--- config.mk ---
export PLATFORM = sky130hd
export DESIGN_NAME = axi4_stream_burst_writer
export DESIGN_NICKNAME = d
export VERILOG_FILES = /design/src/rtl/axi4_burst_pkg.sv /design/src/rtl/axi4_beat_counter.sv /design/src/rtl/axi4_stream_burst_writer.sv
export SDC_FILE = /design/constraint.sdc
export NUM_CORES = 1
export LEC_CHECK = 0
export BUFFER_PORTS_ARGS = -buffer_cell sky130_fd_sc_hd__buf_4
export CORE_ASPECT_RATIO = 1.25
export CORE_MARGIN = 2
export CORE_UTILIZATION = 40
export DETAILED_ROUTE_END_ITERATION = 10
export PLACE_DENSITY_LB_ADDON = 0.2
export SYNTH_ARGS = -nofsm -noshare
export SYNTH_HDL_FRONTEND = slang
export SYNTH_SLANG_ARGS = --single-unit
--- constraint.sdc ---
create_clock -name ACLK -period 8.6 [get_ports ACLK]
set_input_delay 1.29 -clock ACLK [delete_from_list [all_inputs] [get_ports ACLK]]
set_output_delay 1.29 -clock ACLK [all_outputs]
set_load 0.01 [all_outputs]
--- src/rtl/axi4_burst_pkg.sv ---
// Shared types and constants for the AXI4 stream-to-burst write path.
// Latency: n/a (types, constants and one pure function).
// Backpressure: n/a.
package axi4_burst_pkg;

    // AXI write response codes
    typedef enum logic [1:0] {
        OKAY   = 2'b00,
        EXOKAY = 2'b01,
        SLVERR = 2'b10,
        DECERR = 2'b11
    } resp_t;

    // Fixed 4-byte beats, incrementing bursts
    localparam logic [2:0] AWSIZE_4B  = 3'b010;
    localparam logic [1:0] BURST_INCR = 2'b01;

    // Writer job sequencing
    typedef enum logic [2:0] {
        IDLE,
        ADDR,
        DATA,
        RESP,
        DONE
    } wr_state_t;

    // AWLEN for the next burst: min(burst_len, remaining) - 1.
    // Returns 0 when nothing remains so the register never holds a wrapped value.
    function automatic logic [7:0] calc_awlen(input logic [31:0] remaining,
                                              input int unsigned burst_len);
        if (remaining == 32'd0) begin
            return 8'd0;
        end else if (remaining >= burst_len) begin
            return 8'(burst_len - 1);
        end else begin
            return 8'(remaining - 32'd1);
        end
    endfunction

endpackage

--- src/rtl/axi4_beat_counter.sv ---
// Counts accepted W beats within one burst; flags the final beat.
// Latency: last is combinational from the count; done = inc on the last beat.
// Backpressure: none; counts only when inc (a W handshake) is asserted.
module axi4_beat_counter import axi4_burst_pkg::*; #(
    parameter int CNT_W = 8
) (
    input  logic             ACLK,
    input  logic             ARESET,
    input  logic             load,
    input  logic [CNT_W-1:0] len,
    input  logic             inc,
    output logic             last,
    output logic             done
);

    logic [CNT_W-1:0] cnt;
    logic [CNT_W-1:0] len_q;

    // Restart the count and capture the burst length whenever a new burst is issued
    always_ff @(posedge ACLK) begin
        if (ARESET) begin
            cnt   <= '0;
            len_q <= '0;
        end else if (load) begin
            cnt   <= '0;
            len_q <= len;
        end else if (inc && !last) begin
            cnt <= cnt + 1'b1;
        end
    end

    assign last = (cnt == len_q);
    assign done = inc && last;

endmodule

--- src/rtl/axi4_stream_burst_writer.sv ---
// Packs a 32-bit stream into INCR write bursts (AW/W/B only) starting at an aligned base.
// Latency: AW one cycle after start; W beats pass straight through from the stream.
// Backpressure: s_tready follows WREADY only during the data phase; optional
// AXI4_STREAM_BURST_WRITER_ERRCNT_EN adds a saturating err_count output.
module axi4_stream_burst_writer import axi4_burst_pkg::*; #(
    parameter int ADDR_W    = 32,
    parameter int DATA_W    = 32,
    parameter int BURST_LEN = 8,
    parameter int LEN_W     = 16
) (
    input  logic              ACLK,
    input  logic              ARESET,
    input  logic              start,
    input  logic [ADDR_W-1:0] base_addr,
    input  logic [LEN_W-1:0]  num_words,
    output logic              busy,
    output logic              done,
    output logic              err,
`ifdef AXI4_STREAM_BURST_WRITER_ERRCNT_EN
    output logic [7:0]        err_count,
`endif
    input  logic [DATA_W-1:0] s_tdata,
    input  logic              s_tvalid,
    output logic              s_tready,
    output logic [ADDR_W-1:0] M_AXI_AWADDR,
    output logic [7:0]        M_AXI_AWLEN,
    output logic [2:0]        M_AXI_AWSIZE,
    output logic [1:0]        M_AXI_AWBURST,
    output logic              M_AXI_AWVALID,
    input  logic              M_AXI_AWREADY,
    output logic [DATA_W-1:0] M_AXI_WDATA,
    output logic [3:0]        M_AXI_WSTRB,
    output logic              M_AXI_WLAST,
    output logic              M_AXI_WVALID,
    input  logic              M_AXI_WREADY,
    input  logic [1:0]        M_AXI_BRESP,
    input  logic              M_AXI_BVALID,
    output logic              M_AXI_BREADY
);

    // Base is forced to a full-burst boundary, so no burst can straddle 4 KB
    localparam logic [ADDR_W-1:0] ALIGN_MASK = ~ADDR_W'(BURST_LEN * 4 - 1);

    wr_state_t         state;
    wr_state_t         state_nxt;
    logic [ADDR_W-1:0] aw_addr_q;
    logic [7:0]        aw_len_q;
    logic [LEN_W-1:0]  rem_q;
    logic [LEN_W-1:0]  beats;
    logic [LEN_W-1:0]  rem_after;
    logic [ADDR_W-1:0] addr_after;
    logic              start_ok;
    logic              aw_hs;
    logic              w_hs;
    logic              b_hs;
    logic              beat_last;
    logic              burst_end;
    logic              bad_resp;

    // Handshakes decoded from state directly so the FSM has no combinational loop
    assign start_ok   = start && (state == IDLE);
    assign aw_hs      = (state == ADDR) && M_AXI_AWREADY;
    assign w_hs       = (state == DATA) && s_tvalid && M_AXI_WREADY;
    assign b_hs       = (state == RESP) && M_AXI_BVALID;
    assign bad_resp   = (resp_t'(M_AXI_BRESP) != OKAY);
    assign beats      = LEN_W'(aw_len_q) + 1'b1;
    assign rem_after  = rem_q - beats;
    assign addr_after = aw_addr_q + ADDR_W'({beats, 2'b00});

    assign M_AXI_AWADDR  = aw_addr_q;
    assign M_AXI_AWLEN   = aw_len_q;
    assign M_AXI_AWSIZE  = AWSIZE_4B;
    assign M_AXI_AWBURST = BURST_INCR;
    assign M_AXI_WDATA   = s_tdata;
    assign M_AXI_WSTRB   = 4'hF;

    axi4_beat_counter #(.CNT_W(8)) u_beat_cnt (
        .ACLK   (ACLK),
        .ARESET (ARESET),
        .load   (aw_hs),
        .len    (aw_len_q),
        .inc    (w_hs),
        .last   (beat_last),
        .done   (burst_end)
    );

    // State register
    always_ff @(posedge ACLK) begin
        if (ARESET) begin
            state <= IDLE;
        end else begin
            state <= state_nxt;
        end
    end

    // Next-state and channel valid/ready decode
    always_comb begin
        state_nxt     = state;
        M_AXI_AWVALID = 1'b0;
        M_AXI_WVALID  = 1'b0;
        M_AXI_WLAST   = 1'b0;
        M_AXI_BREADY  = 1'b0;
        s_tready      = 1'b0;
        case (state)
            IDLE: begin
                if (start) begin
                    state_nxt = (num_words == '0) ? DONE : ADDR;
                end
            end
            ADDR: begin
                M_AXI_AWVALID = 1'b1;
                if (M_AXI_AWREADY) begin
                    state_nxt = DATA;
                end
            end
            DATA: begin
                M_AXI_WVALID = s_tvalid;
                M_AXI_WLAST  = beat_last;
                s_tready     = M_AXI_WREADY;
                if (burst_end) begin
                    state_nxt = RESP;
                end
            end
            RESP: begin
                M_AXI_BREADY = 1'b1;
                if (M_AXI_BVALID) begin
                    state_nxt = (rem_after == '0) ? DONE : ADDR;
                end
            end
            DONE: begin
                state_nxt = IDLE;
            end
            default: begin
                state_nxt = IDLE;
            end
        endcase
    end

    // Job bookkeeping: address/length for the next burst, remaining words, status flags
    always_ff @(posedge ACLK) begin
        if (ARESET) begin
            aw_addr_q <= '0;
            aw_len_q  <= '0;
            rem_q     <= '0;
            busy      <= 1'b0;
            done      <= 1'b0;
            err       <= 1'b0;
        end else begin
            done <= (state == DONE);
            if (state == DONE) begin
                busy <= 1'b0;
            end
            if (start_ok) begin
                busy      <= 1'b1;
                err       <= 1'b0;
                rem_q     <= num_words;
                aw_addr_q <= base_addr & ALIGN_MASK;
                aw_len_q  <= calc_awlen(32'(num_words), BURST_LEN);
            end
            if (b_hs) begin
                if (bad_resp) begin
                    err <= 1'b1;
                end
                rem_q     <= rem_after;
                aw_addr_q <= addr_after;
                aw_len_q  <= calc_awlen(32'(rem_after), BURST_LEN);
            end
        end
    end

`ifdef AXI4_STREAM_BURST_WRITER_ERRCNT_EN
    // Per-job count of error responses, saturating
    always_ff @(posedge ACLK) begin
        if (ARESET) begin
            err_count <= 8'd0;
        end else if (start_ok) begin
            err_count <= 8'd0;
        end else if (b_hs && bad_resp && (err_count != 8'hFF)) begin
            err_count <= err_count + 8'd1;
        end
    end
`endif

endmodule

Word level (Yosys, flattened, before mapping)
Cells that the tools add are included.
- add/subtract/negate cells: 6
- magnitude comparators: 2
- eq/ne operators: 9
- multiplexer cells: 27
- reductions and logical operators: 16
- operators by type and width (cell ; count):
    32-bit 2-to-1 mux ; 2
    8-bit 2-to-1 mux ; 6
    32-bit by 11-bit adder with 32-bit output ; 1
    16-bit by 4-bit >= comparator with 1-bit output (second input constant) ; 2
    16-bit logical NOT ; 2
    16-bit 2-to-1 mux ; 2
    3-bit 2-to-1 mux ; 6
    16-bit by 9-bit subtractor with 16-bit output ; 1
    8-bit by 1-bit subtractor with 8-bit output (second input constant) ; 2
    3-bit case mux with 4 select lines ; 1
    1-bit 2-to-1 mux ; 10
    8-bit by 1-bit adder with 9-bit output (second input constant) ; 1
    8-bit by 1-bit adder with 8-bit output (second input constant) ; 1
    8-bit equality test ; 1
    2-bit != test (second input constant) ; 4
    1-bit logical AND ; 7
    3-bit by 2-bit equality test with 1-bit output (second input constant) ; 2
    2-bit nonzero test ; 3
    4-bit AND reduction ; 1
    3-bit by 1-bit equality test with 1-bit output (second input constant) ; 1
    3-bit equality test (second input constant) ; 1
    3-bit logical NOT ; 1
    2-bit OR reduction ; 1
    1-bit logical NOT ; 1
- register bits: 78
- bits of input ports: 89
- word-level logic and storage cells: 69

Depth between registers and ports, before layout
- depth after elaboration: 6
- mapped depth: 14
- gate-level depth less buffers: 14

By module
From an unflattened synthesis, not the netlist that was laid out.
- cell total of the unflattened synthesis: 698
- area, all modules: 5363.9 um^2
- by module, submodules not included (module ; times used ; cells an instance ; area an instance (um^2)):
    axi4_stream_burst_writer ; 1 ; 617 ; 4599.4
    axi4_beat_counter ; 1 ; 81 ; 764.5

Least setup slack after synthesis
Ideal clock, no wire load.
- path type: register -> register
- from: register aw_len_q[1] (netlist: M_AXI_AWLEN[1])
- to: register state[0]
- library setup time: 125 ps
- arrival time: 3139 ps
- data required time: 8475 ps
- path slack: 5336 ps
- cell stages (with the launch flop): 14
- path buffers: 0
- cells stage by stage: dfxtp_1 -> ha_1 -> nand3_1 -> nor2_1 -> xor2_1 -> inv_1 -> ha_1 -> a21o_1 -> or4_1 -> a32oi_1 -> nand3_1 -> or3b_1 -> o311ai_1 -> nand2_1
- cells in the longest elaborated chain, start to end: 6
- ends and longest elaborated chain (what ; line ; RTL):
    start: declaration ; axi4_stream_burst_writer.sv:47 ; logic [7:0] aw_len_q;
    start signal: assignment ; axi4_stream_burst_writer.sv:158 ; aw_len_q <= calc_awlen(32'(num_words), BURST_LEN);
    start signal: assignment ; axi4_stream_burst_writer.sv:166 ; aw_len_q <= calc_awlen(32'(rem_after), BURST_LEN);
    8-bit by 1-bit adder with 9-bit output ; axi4_stream_burst_writer.sv:66 ; assign beats = LEN_W'(aw_len_q) + 1'b1;
    16-bit by 9-bit subtractor with 16-bit output ; axi4_stream_burst_writer.sv:67 ; assign rem_after = rem_q - beats;
    16-bit logical NOT ; axi4_stream_burst_writer.sv:127 ; state_nxt = (rem_after == '0) ? DONE : ADDR;
    3-bit 2-to-1 mux ; axi4_stream_burst_writer.sv:127 ;
    3-bit 2-to-1 mux ; axi4_stream_burst_writer.sv:126 ; if (M_AXI_BVALID) begin
    3-bit case mux with 4 select lines ; axi4_stream_burst_writer.sv:104 ; case (state)
    end signal: assignment ; axi4_stream_burst_writer.sv:92 ; state <= state_nxt;
    end: declaration ; axi4_stream_burst_writer.sv:44 ; wr_state_t state;
Every way passes these cells. The select of a mux whose other input is x is not followed.
A chain may end at the register's enable or synchronous reset.

Final worst setup path
- from: register aw_len_q[1] (netlist: M_AXI_AWLEN[1])
- to: register aw_addr_q[27] (netlist: M_AXI_AWADDR[27])
- cells in the longest elaborated chain, start to end: 3
- ends and longest elaborated chain (what ; line ; RTL):
    8-bit by 1-bit adder with 9-bit output ; axi4_stream_burst_writer.sv:66 ;
    32-bit by 11-bit adder with 32-bit output ; axi4_stream_burst_writer.sv:68 ; assign addr_after = aw_addr_q + ADDR_W'({beats, 2'b00});
    32-bit 2-to-1 mux ; axi4_stream_burst_writer.sv:160 ; if (b_hs) begin
    end signal: assignment ; axi4_stream_burst_writer.sv:157 ; aw_addr_q <= base_addr & ALIGN_MASK;
    end signal: assignment ; axi4_stream_burst_writer.sv:165 ; aw_addr_q <= addr_after;
    end: declaration ; axi4_stream_burst_writer.sv:46 ; logic [ADDR_W-1:0] aw_addr_q;
Every way passes these cells.

==> results.ini <==
[outcome]
status=finished, final reports clean

[power]
p_total_mw=1.573
ir_worst_vdd_mv=0.1352
switchingPower_mw=0.6559
power_frac_clock=0.253
seq_power_share=0.293
power_frac_comb=0.454
sw_frac_of_total=0.4169
leakagePower_nw=2.609
power.internal_mw=0.9175
p_per_area_nw_per_um2=249.0

[final_layout]
final_cell_mix=nand2_1 (104), buf_4 (101), dfxtp_1 (76), nor2_1 (67), a21oi_1 (42)
area_delta_synth_final_pct=15.75
antennaDiodeCount=0
fin_nets=881
final_util=0.4754
fin_area_um2=6319
layout_commonest_cell=nand2_1
drive_above_1_share=0.1712

[routing]
postRouteAntennaNets=0
drt_iter0_drc=350
wl_um=15740
first_pass_iters=5
drc_errors=0
viasPerCell=5.730
via_count=5398
route.detailed.wl_per_inst_um=16.71

[timing]
fmax_ghz=0.2533
tightest_slew_ps=1312
period_needed_ps=3947
fin_crit_sh=0.4590
hold_violations=0
setup_viol=0
skew_ps=6.532
tns_ps=0
slew_viol_final=0
slew_headroom=0.1135
whs_ps=457.5
rsz0062_at_grt=false

[synthesis]
syn_avg_cell_area_um2=7.571
async_reset_ff_frac=0
ys_warn_count=0
synthesis.area_um2=5459
synth_seq_cells=76
ys_seq_area_frac=0.2787
syn_inst=721
synth_edf_count=0
synth_cell_type_count=72
ys.flop_type=dfxtp_1

[critical_path]
path_cells=ha_1, nand3_1, nor2_1, xor2_1, ha_1, nand2b_1, o41a_1, a41oi_1, nor4bb_1, a211oi_1, a2111oi_0
crit_start=M_AXI_AWLEN[1]$_SDFFE_PP0P_
crit_path_end_kind=flop
reg2reg_from=M_AXI_AWLEN[1]$_SDFFE_PP0P_
cp_max_fo=8
critPathMaxStageDelay_ps=1150
crit_buf_inv=0
critPathKind=flop to flop
cp.required_ps=8820
start_kind=flop
cpMaxStageDelayCell=nor4bb_1
critPathArrivalTime_ps=4170
regToRegSetupSlack_ps=4650
cpLargestDelayFamily=simple AND/OR/NAND/NOR gates
critical-path-top-cell-by-count=ha_1

[clocking]
cts_tree=built
post_cts_hold_buffer_count=0
postCtsSetupBuffers=0
root_buffer=clkbuf_16
htreeDepth=3
cts_sinks=76
clock_path_buffers=2
ctsResizeCount=0
clkTransAtPathRegs_ps=60
clock_latency_ps=340
numCtsBuffers=9

[min_path]
min_path_type=flop to flop
min_from=err$_SDFF_PP0_

[global_route]
grt_pass1_wl_um=25410
grt_max_degree=68
grt_pass1_vias=5240
antenna_found_initial=0
grt-ovfl-total=0
track_usage=0.2160

[place]
placed_area_um2=6008
dp_hpwl_um=11460
port_buffers=97
place_congestion=0.8684

[die]
start_util=0.4108
die_w_um=108.5
io_pins=178
core_region_area_um2=13290
die_h_um=134.6
num_rows=47
die_area_um2=14600

[flow_run]
max-cap-violations=0

[cell type report]
type,count,area [um2]
clock inverter,6,71.32
inverter,27,101.3
fill,1353,6972
tap,171,214.0
sequential,76,1521
clock buffer,10,239.0
timing repair buffer,101,758.2
multi-input combinational,551,3413
[metrics by stage]
stage / setup slack (ps) / instances
CTS: 4537 / 942
global route: 4352 / 942
global placement: 4775 / 926
floorplan: 5336 / 730
detailed placement: 4709 / 926
finish: 4653 / 942
[metal layers]
| layer | share of wire | track usage | vias up | wire (um) |
|---|---|---|---|---|
| met5 | 0 | 0 | - | 0 |
| met4 | 0.022 | 0.07621 | 0 | 347 |
| met3 | 0.059 | 0.04826 | 29 | 928 |
| met2 | 0.49 | 0.3774 | 174 | 7699 |
| met1 | 0.43 | 0.2576 | 2554 | 6764 |
| li1 | - | - | 2641 | - |
[worst min-delay path: stages, from the launching register on]
cell	delay, ps
dfxtp_1	310
nand2_1	50
a21oi_1	50
[kinds of logic (layout without fill, tap and decap cells)]
family,Yosys count,in the layout,synth area share
compound gates,185,185,0.2432
xor+xnor,35,35,0.05616
fa+ha+maj,26,26,0.06234
buf+inv,103,144,0.1022
flops,76,76,0.2787
mux,3,3,0.005501
other cells,2,11,0.001376
simple gates,291,291,0.2505
[final timing paths]
kind / end / cells past startpoint
setup / recovery: M_AXI_AWADDR[27]$_SDFFE_PP0P_ / 11
hold / removal: err$_SDFF_PP0_ / 2
setup reg to reg: M_AXI_AWADDR[27]$_SDFFE_PP0P_ / 11
hold reg to reg: err$_SDFF_PP0_ / 2
[synthesized netlist by cell type (all sizes together) (4+ instances only)]
cell type	instances	area (um2)
a211oi	14	115.1
a21o	11	82.58
a21oi	44	227.7
a22oi	4	30.03
a311oi	11	96.34
a31oi	17	121.4
and2	5	31.28
and3	15	93.84
buf	50	359.1
clkbuf	26	97.59
dfxtp	76	1521
ha	24	300.3
inv	27	101.4
nand2	105	396.6
nand2b	5	31.28
nand3	24	120.1
nand4	8	50.05
nor2	67	251.5
nor2b	6	37.54
nor3	12	60.06
nor4	15	93.84
o2111ai	5	56.31
o211ai	9	67.56
o21a	11	82.58
o21ai	22	113.9
or3	15	93.84
or4	4	30.03
xnor2	14	122.6
xor2	21	183.9
[flip-flops by register name, indices dropped and copies added (netlist names), 3 cells and up]
name	cells
u_beat_cnt.cnt	8
state	3
u_beat_cnt.len_q	8
M_AXI_AWLEN	8
rem_q	16
M_AXI_AWADDR	30
[power groups by stage]
stage | Sequential (mW) | Combinational [mW] | Clock (mW)
after floorplan | 0.465 | 0.518 | 0
after global placement | 0.465 | 0.701 | 0
after detailed placement | 0.468 | 0.712 | 0
after CTS | 0.460 | 0.715 | 0.404
after global routing | 0.470 | 0.789 | 0.420
final | 0.461 | 0.715 | 0.398
Note: power is estimated with default switching activity, not from simulation.
